$ cat config.mk
export PLATFORM = sky130hd
export DESIGN_NAME = csr_file_irq
export DESIGN_NICKNAME = d
export VERILOG_FILES = /design/src/rtl/csr_file_irq.sv
export SDC_FILE = /design/constraint.sdc
export NUM_CORES = 1
export LEC_CHECK = 0
export CORE_AREA = 3 3 203 205
export DETAILED_ROUTE_END_ITERATION = 10
export DIE_AREA = 0 0 206 208
export HOLD_SLACK_MARGIN = 0.12
export PLACE_DENSITY = 0.79
export SYNTH_ARGS = -nofsm -noshare
export SYNTH_HDL_FRONTEND = slang
export SYNTH_SLANG_ARGS = --single-unit
$ cat constraint.sdc
create_clock -name clk -period 13.2 [get_ports clk]
set_input_delay 3.96 -clock clk [delete_from_list [all_inputs] [get_ports clk]]
set_output_delay 3.96 -clock clk [all_outputs]
set_load 0.02 [all_outputs]
$ cat src/rtl/csr_file_irq.sv
// csr_file_irq -- machine-mode CSR file with interrupt support.
//
// Holds the M-mode trap/interrupt CSRs, the 64-bit mcycle/minstret counters
// (gated by mcountinhibit), a two-flop synchroniser for each asynchronous
// interrupt line, the prioritised interrupt request and the trap handler
// address. It sits beside decode/execute and serves CSR instructions, trap
// entry and MRET.
//
// Ports:
//   clk, reset_n                  clock, synchronous active-low reset
//   csr_addr/csr_wdata/csr_op     CSR access (funct3 encodings RW/RS/RC and imm forms)
//   csr_we                        commit the CSR write this cycle
//   csr_rdata, illegal_csr        combinational read data / illegal access flag
//   trap_entry/trap_is_irq/...    trap commit with cause, pc and tval
//   trap_vector                   handler address (combinational)
//   mret, mepc_out                MRET commit, current mepc
//   instr_ret                     one instruction retired this cycle
//   irq_ext/irq_timer/irq_sw      asynchronous interrupt levels
//   irq_req/irq_code/mstatus_mie  interrupt request, winning code, global enable
module csr_file_irq #(
  parameter int unsigned     XLEN      = 32,
  parameter logic [XLEN-1:0] HART_ID   = '0,
  parameter logic [XLEN-1:0] MTVEC_RST = '0,
  parameter bit              VECTORED  = 1'b1
) (
  input  logic            clk,
  input  logic            reset_n,
  input  logic [11:0]     csr_addr,
  input  logic [XLEN-1:0] csr_wdata,
  input  logic [2:0]      csr_op,
  input  logic            csr_we,
  output logic [XLEN-1:0] csr_rdata,
  output logic            illegal_csr,
  input  logic            trap_entry,
  input  logic            trap_is_irq,
  input  logic [4:0]      trap_cause,
  input  logic [XLEN-1:0] trap_pc,
  input  logic [XLEN-1:0] trap_val,
  output logic [XLEN-1:0] trap_vector,
  input  logic            mret,
  output logic [XLEN-1:0] mepc_out,
  input  logic            instr_ret,
  input  logic            irq_ext,
  input  logic            irq_timer,
  input  logic            irq_sw,
  output logic            irq_req,
  output logic [4:0]      irq_code,
  output logic            mstatus_mie
);

  localparam logic [11:0] ADDR_MSTATUS       = 12'h300;
  localparam logic [11:0] ADDR_MISA          = 12'h301;
  localparam logic [11:0] ADDR_MIE           = 12'h304;
  localparam logic [11:0] ADDR_MTVEC         = 12'h305;
  localparam logic [11:0] ADDR_MCOUNTINHIBIT = 12'h320;
  localparam logic [11:0] ADDR_MSCRATCH      = 12'h340;
  localparam logic [11:0] ADDR_MEPC          = 12'h341;
  localparam logic [11:0] ADDR_MCAUSE        = 12'h342;
  localparam logic [11:0] ADDR_MTVAL         = 12'h343;
  localparam logic [11:0] ADDR_MIP           = 12'h344;
  localparam logic [11:0] ADDR_MCYCLE        = 12'hB00;
  localparam logic [11:0] ADDR_MINSTRET      = 12'hB02;
  localparam logic [11:0] ADDR_MCYCLEH       = 12'hB80;
  localparam logic [11:0] ADDR_MINSTRETH     = 12'hB82;
  localparam logic [11:0] ADDR_MVENDORID     = 12'hF11;
  localparam logic [11:0] ADDR_MARCHID       = 12'hF12;
  localparam logic [11:0] ADDR_MIMPID        = 12'hF13;
  localparam logic [11:0] ADDR_MHARTID       = 12'hF14;
  localparam logic [1:0]  MISA_MXL           = (XLEN == 32) ? 2'b01 : 2'b10;

  logic            mstatus_mie_q, mstatus_mie_d;
  logic            mstatus_mpie_q, mstatus_mpie_d;
  logic            meie_q, meie_d, mtie_q, mtie_d, msie_q, msie_d;
  logic [XLEN-1:2] mtvec_base_q, mtvec_base_d;
  logic            mtvec_mode_q, mtvec_mode_d;
  logic            cy_inhibit_q, cy_inhibit_d, ir_inhibit_q, ir_inhibit_d;
  logic [XLEN-1:0] mscratch_q, mscratch_d, mepc_q, mepc_d;
  logic [XLEN-1:0] mcause_q, mcause_d, mtval_q, mtval_d;
  logic [63:0]     mcycle_q, mcycle_d, minstret_q, minstret_d;
  // Bit order {ext, timer, sw}; meta is the first synchroniser stage.
  logic [2:0]      irq_meta_q, irq_meta_d, irq_sync_q, irq_sync_d;

  logic            csr_known, csr_ro, op_valid, wr_en;
  logic [XLEN-1:0] wval;
  logic [63:0]     wval64;
  logic            pend_ext, pend_tmr, pend_sw;

  // Read mux; also classifies the address as known / read-only.
  always_comb begin
    csr_known = 1'b1;
    csr_ro    = 1'b0;
    csr_rdata = '0;
    case (csr_addr)
      ADDR_MSTATUS: begin
        csr_rdata[3]     = mstatus_mie_q;
        csr_rdata[7]     = mstatus_mpie_q;
        csr_rdata[12:11] = 2'b11;
      end
      ADDR_MISA: begin
        csr_ro                    = 1'b1;
        csr_rdata[XLEN-1:XLEN-2]  = MISA_MXL;
        csr_rdata[8]              = 1'b1;
      end
      ADDR_MIE: begin
        csr_rdata[11] = meie_q;
        csr_rdata[7]  = mtie_q;
        csr_rdata[3]  = msie_q;
      end
      ADDR_MTVEC:    csr_rdata = {mtvec_base_q, 1'b0, mtvec_mode_q};
      ADDR_MCOUNTINHIBIT: begin
        csr_rdata[0] = cy_inhibit_q;
        csr_rdata[2] = ir_inhibit_q;
      end
      ADDR_MSCRATCH: csr_rdata = mscratch_q;
      ADDR_MEPC:     csr_rdata = mepc_q;
      ADDR_MCAUSE:   csr_rdata = mcause_q;
      ADDR_MTVAL:    csr_rdata = mtval_q;
      ADDR_MIP: begin
        csr_rdata[11] = irq_sync_q[2];
        csr_rdata[7]  = irq_sync_q[1];
        csr_rdata[3]  = irq_sync_q[0];
      end
      ADDR_MCYCLE:   csr_rdata = mcycle_q[XLEN-1:0];
      ADDR_MINSTRET: csr_rdata = minstret_q[XLEN-1:0];
      ADDR_MCYCLEH: begin
        if (XLEN == 32) csr_rdata = XLEN'(mcycle_q[63:32]);
        else            csr_known = 1'b0;
      end
      ADDR_MINSTRETH: begin
        if (XLEN == 32) csr_rdata = XLEN'(minstret_q[63:32]);
        else            csr_known = 1'b0;
      end
      ADDR_MVENDORID, ADDR_MARCHID, ADDR_MIMPID: csr_ro = 1'b1;
      ADDR_MHARTID: begin
        csr_ro    = 1'b1;
        csr_rdata = HART_ID;
      end
      default: csr_known = 1'b0;
    endcase
  end

  assign illegal_csr = ~csr_known | (csr_we & csr_ro);

  // Read-modify-write value; funct3 x00 encodings carry no write.
  always_comb begin
    op_valid = 1'b1;
    wval     = '0;
    case (csr_op)
      3'b001, 3'b101: wval = csr_wdata;
      3'b010, 3'b110: wval = csr_rdata | csr_wdata;
      3'b011, 3'b111: wval = csr_rdata & ~csr_wdata;
      default:        op_valid = 1'b0;
    endcase
  end

  // Trap entry and MRET both pre-empt a CSR write in the same cycle.
  assign wr_en  = csr_we & ~illegal_csr & op_valid & ~trap_entry & ~mret;
  assign wval64 = 64'(wval);

  // Next-state: counters tick first, then trap > mret > CSR write.
  // A counter write overrides only the addressed half; the other half keeps
  // its pre-write value, so no carry crosses into it that cycle.
  always_comb begin
    mstatus_mie_d  = mstatus_mie_q;
    mstatus_mpie_d = mstatus_mpie_q;
    meie_d         = meie_q;
    mtie_d         = mtie_q;
    msie_d         = msie_q;
    mtvec_base_d   = mtvec_base_q;
    mtvec_mode_d   = mtvec_mode_q;
    cy_inhibit_d   = cy_inhibit_q;
    ir_inhibit_d   = ir_inhibit_q;
    mscratch_d     = mscratch_q;
    mepc_d         = mepc_q;
    mcause_d       = mcause_q;
    mtval_d        = mtval_q;
    mcycle_d       = cy_inhibit_q ? mcycle_q : mcycle_q + 64'd1;
    minstret_d     = (instr_ret & ~ir_inhibit_q) ? minstret_q + 64'd1 : minstret_q;
    irq_meta_d     = {irq_ext, irq_timer, irq_sw};
    irq_sync_d     = irq_meta_q;

    if (trap_entry) begin
      mepc_d              = {trap_pc[XLEN-1:2], 2'b00};
      mcause_d            = '0;
      mcause_d[XLEN-1]    = trap_is_irq;
      mcause_d[4:0]       = trap_cause;
      mtval_d             = trap_is_irq ? '0 : trap_val;
      mstatus_mpie_d      = mstatus_mie_q;
      mstatus_mie_d       = 1'b0;
    end else if (mret) begin
      mstatus_mie_d  = mstatus_mpie_q;
      mstatus_mpie_d = 1'b1;
    end else if (wr_en) begin
      case (csr_addr)
        ADDR_MSTATUS: begin
          mstatus_mie_d  = wval[3];
          mstatus_mpie_d = wval[7];
        end
        ADDR_MIE: begin
          meie_d = wval[11];
          mtie_d = wval[7];
          msie_d = wval[3];
        end
        ADDR_MTVEC: begin
          mtvec_base_d = wval[XLEN-1:2];
          mtvec_mode_d = VECTORED & wval[0];
        end
        ADDR_MCOUNTINHIBIT: begin
          cy_inhibit_d = wval[0];
          ir_inhibit_d = wval[2];
        end
        ADDR_MSCRATCH:  mscratch_d = wval;
        ADDR_MEPC:      mepc_d     = {wval[XLEN-1:2], 2'b00};
        ADDR_MCAUSE:    mcause_d   = wval;
        ADDR_MTVAL:     mtval_d    = wval;
        ADDR_MCYCLE:    mcycle_d   = (XLEN == 32) ? {mcycle_q[63:32], wval64[31:0]} : wval64;
        ADDR_MINSTRET:  minstret_d = (XLEN == 32) ? {minstret_q[63:32], wval64[31:0]} : wval64;
        ADDR_MCYCLEH:   mcycle_d   = {wval64[31:0], mcycle_q[31:0]};
        ADDR_MINSTRETH: minstret_d = {wval64[31:0], minstret_q[31:0]};
        default: ;
      endcase
    end
  end

  always_ff @(posedge clk) begin
    if (!reset_n) begin
      mstatus_mie_q  <= 1'b0;
      mstatus_mpie_q <= 1'b0;
      meie_q         <= 1'b0;
      mtie_q         <= 1'b0;
      msie_q         <= 1'b0;
      mtvec_base_q   <= MTVEC_RST[XLEN-1:2];
      mtvec_mode_q   <= 1'b0;
      cy_inhibit_q   <= 1'b0;
      ir_inhibit_q   <= 1'b0;
      mscratch_q     <= '0;
      mepc_q         <= '0;
      mcause_q       <= '0;
      mtval_q        <= '0;
      mcycle_q       <= '0;
      minstret_q     <= '0;
      irq_meta_q     <= '0;
      irq_sync_q     <= '0;
    end else begin
      mstatus_mie_q  <= mstatus_mie_d;
      mstatus_mpie_q <= mstatus_mpie_d;
      meie_q         <= meie_d;
      mtie_q         <= mtie_d;
      msie_q         <= msie_d;
      mtvec_base_q   <= mtvec_base_d;
      mtvec_mode_q   <= mtvec_mode_d;
      cy_inhibit_q   <= cy_inhibit_d;
      ir_inhibit_q   <= ir_inhibit_d;
      mscratch_q     <= mscratch_d;
      mepc_q         <= mepc_d;
      mcause_q       <= mcause_d;
      mtval_q        <= mtval_d;
      mcycle_q       <= mcycle_d;
      minstret_q     <= minstret_d;
      irq_meta_q     <= irq_meta_d;
      irq_sync_q     <= irq_sync_d;
    end
  end

  // Interrupt arbitration: MEI beats MSI beats MTI.
  assign pend_ext    = meie_q & irq_sync_q[2];
  assign pend_tmr    = mtie_q & irq_sync_q[1];
  assign pend_sw     = msie_q & irq_sync_q[0];
  assign irq_req     = mstatus_mie_q & (pend_ext | pend_tmr | pend_sw);
  assign irq_code    = !irq_req ? 5'd0 : pend_ext ? 5'd11 : pend_sw ? 5'd3 : 5'd7;
  assign mstatus_mie = mstatus_mie_q;
  assign mepc_out    = mepc_q;

  // Vectored mode only redirects interrupts; exceptions use the base.
  assign trap_vector = (mtvec_mode_q && trap_is_irq)
                     ? {mtvec_base_q, 2'b00} + XLEN'({trap_cause, 2'b00})
                     : {mtvec_base_q, 2'b00};

endmodule

==> results <==
- The run finished with clean final reports.
- For the finished layout, the period the worst path requires is 11.90 ns.
- The number of warnings reported in the yosys synthesis log is 0.
- The worst path uses 90.2% of the clock period.
- The sequential cells in the finished layout cover a total of 0.00597 mm2.
- The clock insertion delay at the later pin of the skew report is slightly below 0.6 ns.
- After floorplanning, the core was divided into 73 placement rows.
- The total overflow reported by the global router is 0.
- The share of the core filled with cells in the final layout is 57.6%.
- Headroom to the max-slew limit came out at 12.6%.
- For the final database, setup skew stands at 0.0240 ns.
- For this run, design rule violations remaining after detail routing come to 0.
- The share of synthesized area in the top cell type comes to 30.9%.
- The tree built by TritonCTS fans out to 298 sinks.
- Power spread over the standard cell area amounts to 97.2 mW/mm2.
- The endpoint required time on the critical path is between 9 and 10 ns.
- After clock tree synthesis, the clock-pin slew on the worst setup and hold paths is 0.06 ns.
- The via count of the first global-routing pass came to 19992.
- The critical path endpoint category is an output port.
- The area of placed instances is 0.0217 mm2.
- The synthesized netlist cell count is 2464.
- In this run the cell area of the synthesized design comes to around 0.019 mm2.
- The final routed wirelength across all metal layers is around 95000 um.
- The worst-case IR drop observed on VDD is 104 uV.
- The data arrival time of the critical path is 7.94 ns.
- The number of vias in the routed layout is 22042.
- In this run the remaining antenna-violating nets after routing total 0.
- The number of synthesized flops with an enable pin is 0.
- In the layout the commonest cells are sky130_fd_sc_hd__dfxtp_1 (298), sky130_fd_sc_hd__nor2_1 (237), sky130_fd_sc_hd__clkdlybuf4s50_1 (216).
- The count of cell types in the netlist is 100.
- The count of cells resized by post-cts repair is 0.
- The initial standard-cell utilization of the core is about 49%.
- The combined area of the multi-input logic cells is 0.0123 mm2.
- The congestion estimate from routability-driven global placement came to 1.06.
- The sum of negative setup slack is 0 ns.
- The number of fill cells is 3666.
- The sequential fraction of the synthesis area is 30.9%.
- The worst path meets setup with ~1.3 ns of slack.
- The analysis attributes to cell leakage a power of around 7.7 nW.
- After synthesis, the cell types taking the most area are sky130_fd_sc_hd__dfxtp_1 (31%), sky130_fd_sc_hd__a21oi_1 (5.2%), sky130_fd_sc_hd__nor2_1 (4.6%).
- The clock passes through at most 3 buffers.
- The actual transition at the worst max-transition pin is approximately 1.3 ns.
- After routing the design area is 0.0228 mm2.
- The core region is roughly 0.040 mm2.
- The non-filler instance count after layout is about 3100.
- The sort of element at the start of the critical path is a primary input.
- The final setup violation count is 0.
- The number of max-slew violations in the final report is 0.
- Across the run, the number of max-cap violations was 0.
- TritonCTS built the clock tree.
- Of the cells placed in the final design, the portion with a size suffix greater than 1 is 9.22%.
- The floorplan step set the die height to 208 um.
- During placement, the flow inserted port buffers numbering 221.
- The number of setup buffers added after CTS is 0.
- OpenSTA, run right after detailed placement, puts the worst setup slack at 1.47 ns.
- Compared with the post-synthesis result, the final layout area differs by 18.3%.
- For this run, the detailed router's first-pass iteration total came to 8.
- Entering global routing, the biggest net connects 81 pins.
- Once detailed placement completed, the half-perimeter wirelength came to 66600 um.
- The net count of the finished layout is 2687.
- The first global-routing pass estimated about 140000 um of wire.
- In this run, CTS created clock tree buffers numbering 36.
- Measured along the x axis, the die boundary spans between 200 and 250 um.
- In this run the worst path has a maximum fanout of 21.
- Once placement completed, the tool counted placed cells totaling slightly above 3000.
- Global routing used 42.6% of the available tracks.
- The initial detailed-routing violation count is 3284.
- The tree is rooted in a sky130_fd_sc_hd__clkbuf_16.
- The classification of the worst-slack hold path is register to register.
- Setup repair after global routing left no endpoint under its margin.
- The largest area contributor in the synthesized netlist is sky130_fd_sc_hd__dfxtp_1.
- The average wire per cell in the routed design is 30.6 um.
- In this run the mean area of a mapped cell was just under 8 um2.
- The flip-flop cell with the highest count after synthesis is sky130_fd_sc_hd__dfxtp_1.
- The floorplan die area is ~0.043 mm2.
- The post-synthesis register bit count is 298.
- CTS built an H-tree with a depth of 2.
- The worst setup path category is primary input to output port.
- The total I/O pin count is 230.
- Of all flip-flops after synthesis, the portion carrying an async set or reset was 0%.
- The worst reg-to-reg setup slack is roughly 9.5 ns.
- The final count of hold timing violations came to 0.
- In this run, post-CTS hold repair placed 0 buffers.
- The number of antenna violations at the first check in global routing is 5.
- The vias per cell is 7.09.
- The library cell used most frequently in the layout, excluding fill and tap cells, is sky130_fd_sc_hd__dfxtp_1.
- The achievable frequency is 0.0840 GHz.
-- power breakdown --
| group | internal, W | switching, W | total (W) |
|---|---|---|---|
| combinational | 0.0000919 | 0.000175 | 0.000267 |
| clock | 0.000598 | 0.000426 | 0.00102 |
| sequential | 0.000915 | 0.0000143 | 0.000929 |
| total | 0.00160 | 0.000615 | 0.00222 |
-- Yosys cell counts, types with 34 or more instances --
| cell type | instances |
|---|---|
| sky130_fd_sc_hd__a21oi_1 | 201 |
| sky130_fd_sc_hd__nand2_1 | 215 |
| sky130_fd_sc_hd__nand3_1 | 109 |
| sky130_fd_sc_hd__dfxtp_1 | 298 |
| sky130_fd_sc_hd__clkbuf_1 | 151 |
| sky130_fd_sc_hd__inv_1 | 34 |
| sky130_fd_sc_hd__xnor2_1 | 57 |
| sky130_fd_sc_hd__nor4_1 | 39 |
| sky130_fd_sc_hd__buf_2 | 43 |
| sky130_fd_sc_hd__a211oi_1 | 65 |
| sky130_fd_sc_hd__mux2i_1 | 46 |
| sky130_fd_sc_hd__nor3_1 | 53 |
| sky130_fd_sc_hd__o21ai_0 | 151 |
| sky130_fd_sc_hd__nand4_1 | 71 |
| sky130_fd_sc_hd__nor2_1 | 239 |
| sky130_fd_sc_hd__a22oi_1 | 56 |
-- metal layers --
metal / vias to the layer above / track usage [%] / share of wire [%]
li1: 9438 / - / -
met1: 10481 / 56.9 / 37
met2: 1731 / 59.1 / 40
met3: 386 / 13.8 / 14
met4: 6 / 26.3 / 7.7
met5: - / 0 / 0.041
-- critical path, stage by stage --
cell and delay, ns:
sky130_fd_sc_hd__clkdlybuf4s50_1 0.93, sky130_fd_sc_hd__or4_1 1.02, sky130_fd_sc_hd__nor4_1 0.75, sky130_fd_sc_hd__a22oi_1 0.34, sky130_fd_sc_hd__nand4b_1 0.28, sky130_fd_sc_hd__clkdlybuf4s50_1 0.65
-- final timing paths --
path,start,depth (start not counted),end
worst max-delay path,csr_addr[2],6,csr_rdata[2]
worst min-delay path,irq_meta_q[1]$_SDFF_PN0_,1,irq_sync_q[1]$_SDFF_PN0_
worst max register to register,cy_inhibit_q$_SDFFE_PN0P_,7,mcycle_q[51]$_SDFFE_PN0P_
worst min register to register,irq_meta_q[1]$_SDFF_PN0_,1,irq_sync_q[1]$_SDFF_PN0_
-- sequential cells by signal, summed over array words and instances (netlist names) --
register	flops
msie_q	1
mscratch_q	32
cy_inhibit_q	1
mcause_q	32
mtvec_base_q	30
mtie_q	1
meie_q	1
mtval_q	32
mstatus_mpie_q	1
mstatus_mie	1
mcycle_q	64
mepc_out	30
minstret_q	64
ir_inhibit_q	1
irq_sync_q	3
irq_meta_q	3
mtvec_mode_q	1
-- per-stage QoR --
stage               hold slack (ns)  power [W]
floorplan                     0.412    0.00107
global placement              0.416    0.00120
detailed placement            0.422    0.00120
CTS                           0.437    0.00220
global route                  0.453    0.00226
finish                        0.434    0.00222
-- layout make-up --
cell class,instances,area share (%)
clock buffer,55,4.65
sequential,298,26.1
multi-input combinational,1908,53.9
clock inverter,10,0.515
tap,525,2.87
inverter,36,0.602
timing repair buffer,273,11.3
antenna,2,0.0219
-- cells by family after synthesis --
kind of cell	Yosys count	synth area share [%]
buf+inv	262	5.96
other cells	1	0.0194
fa+ha+maj	8	0.557
compound gates	813	28.9
xor+xnor	85	3.86
mux	87	5.48
flops	298	30.9
simple gates	910	24.4
Power figures use the tool's default switching activity.
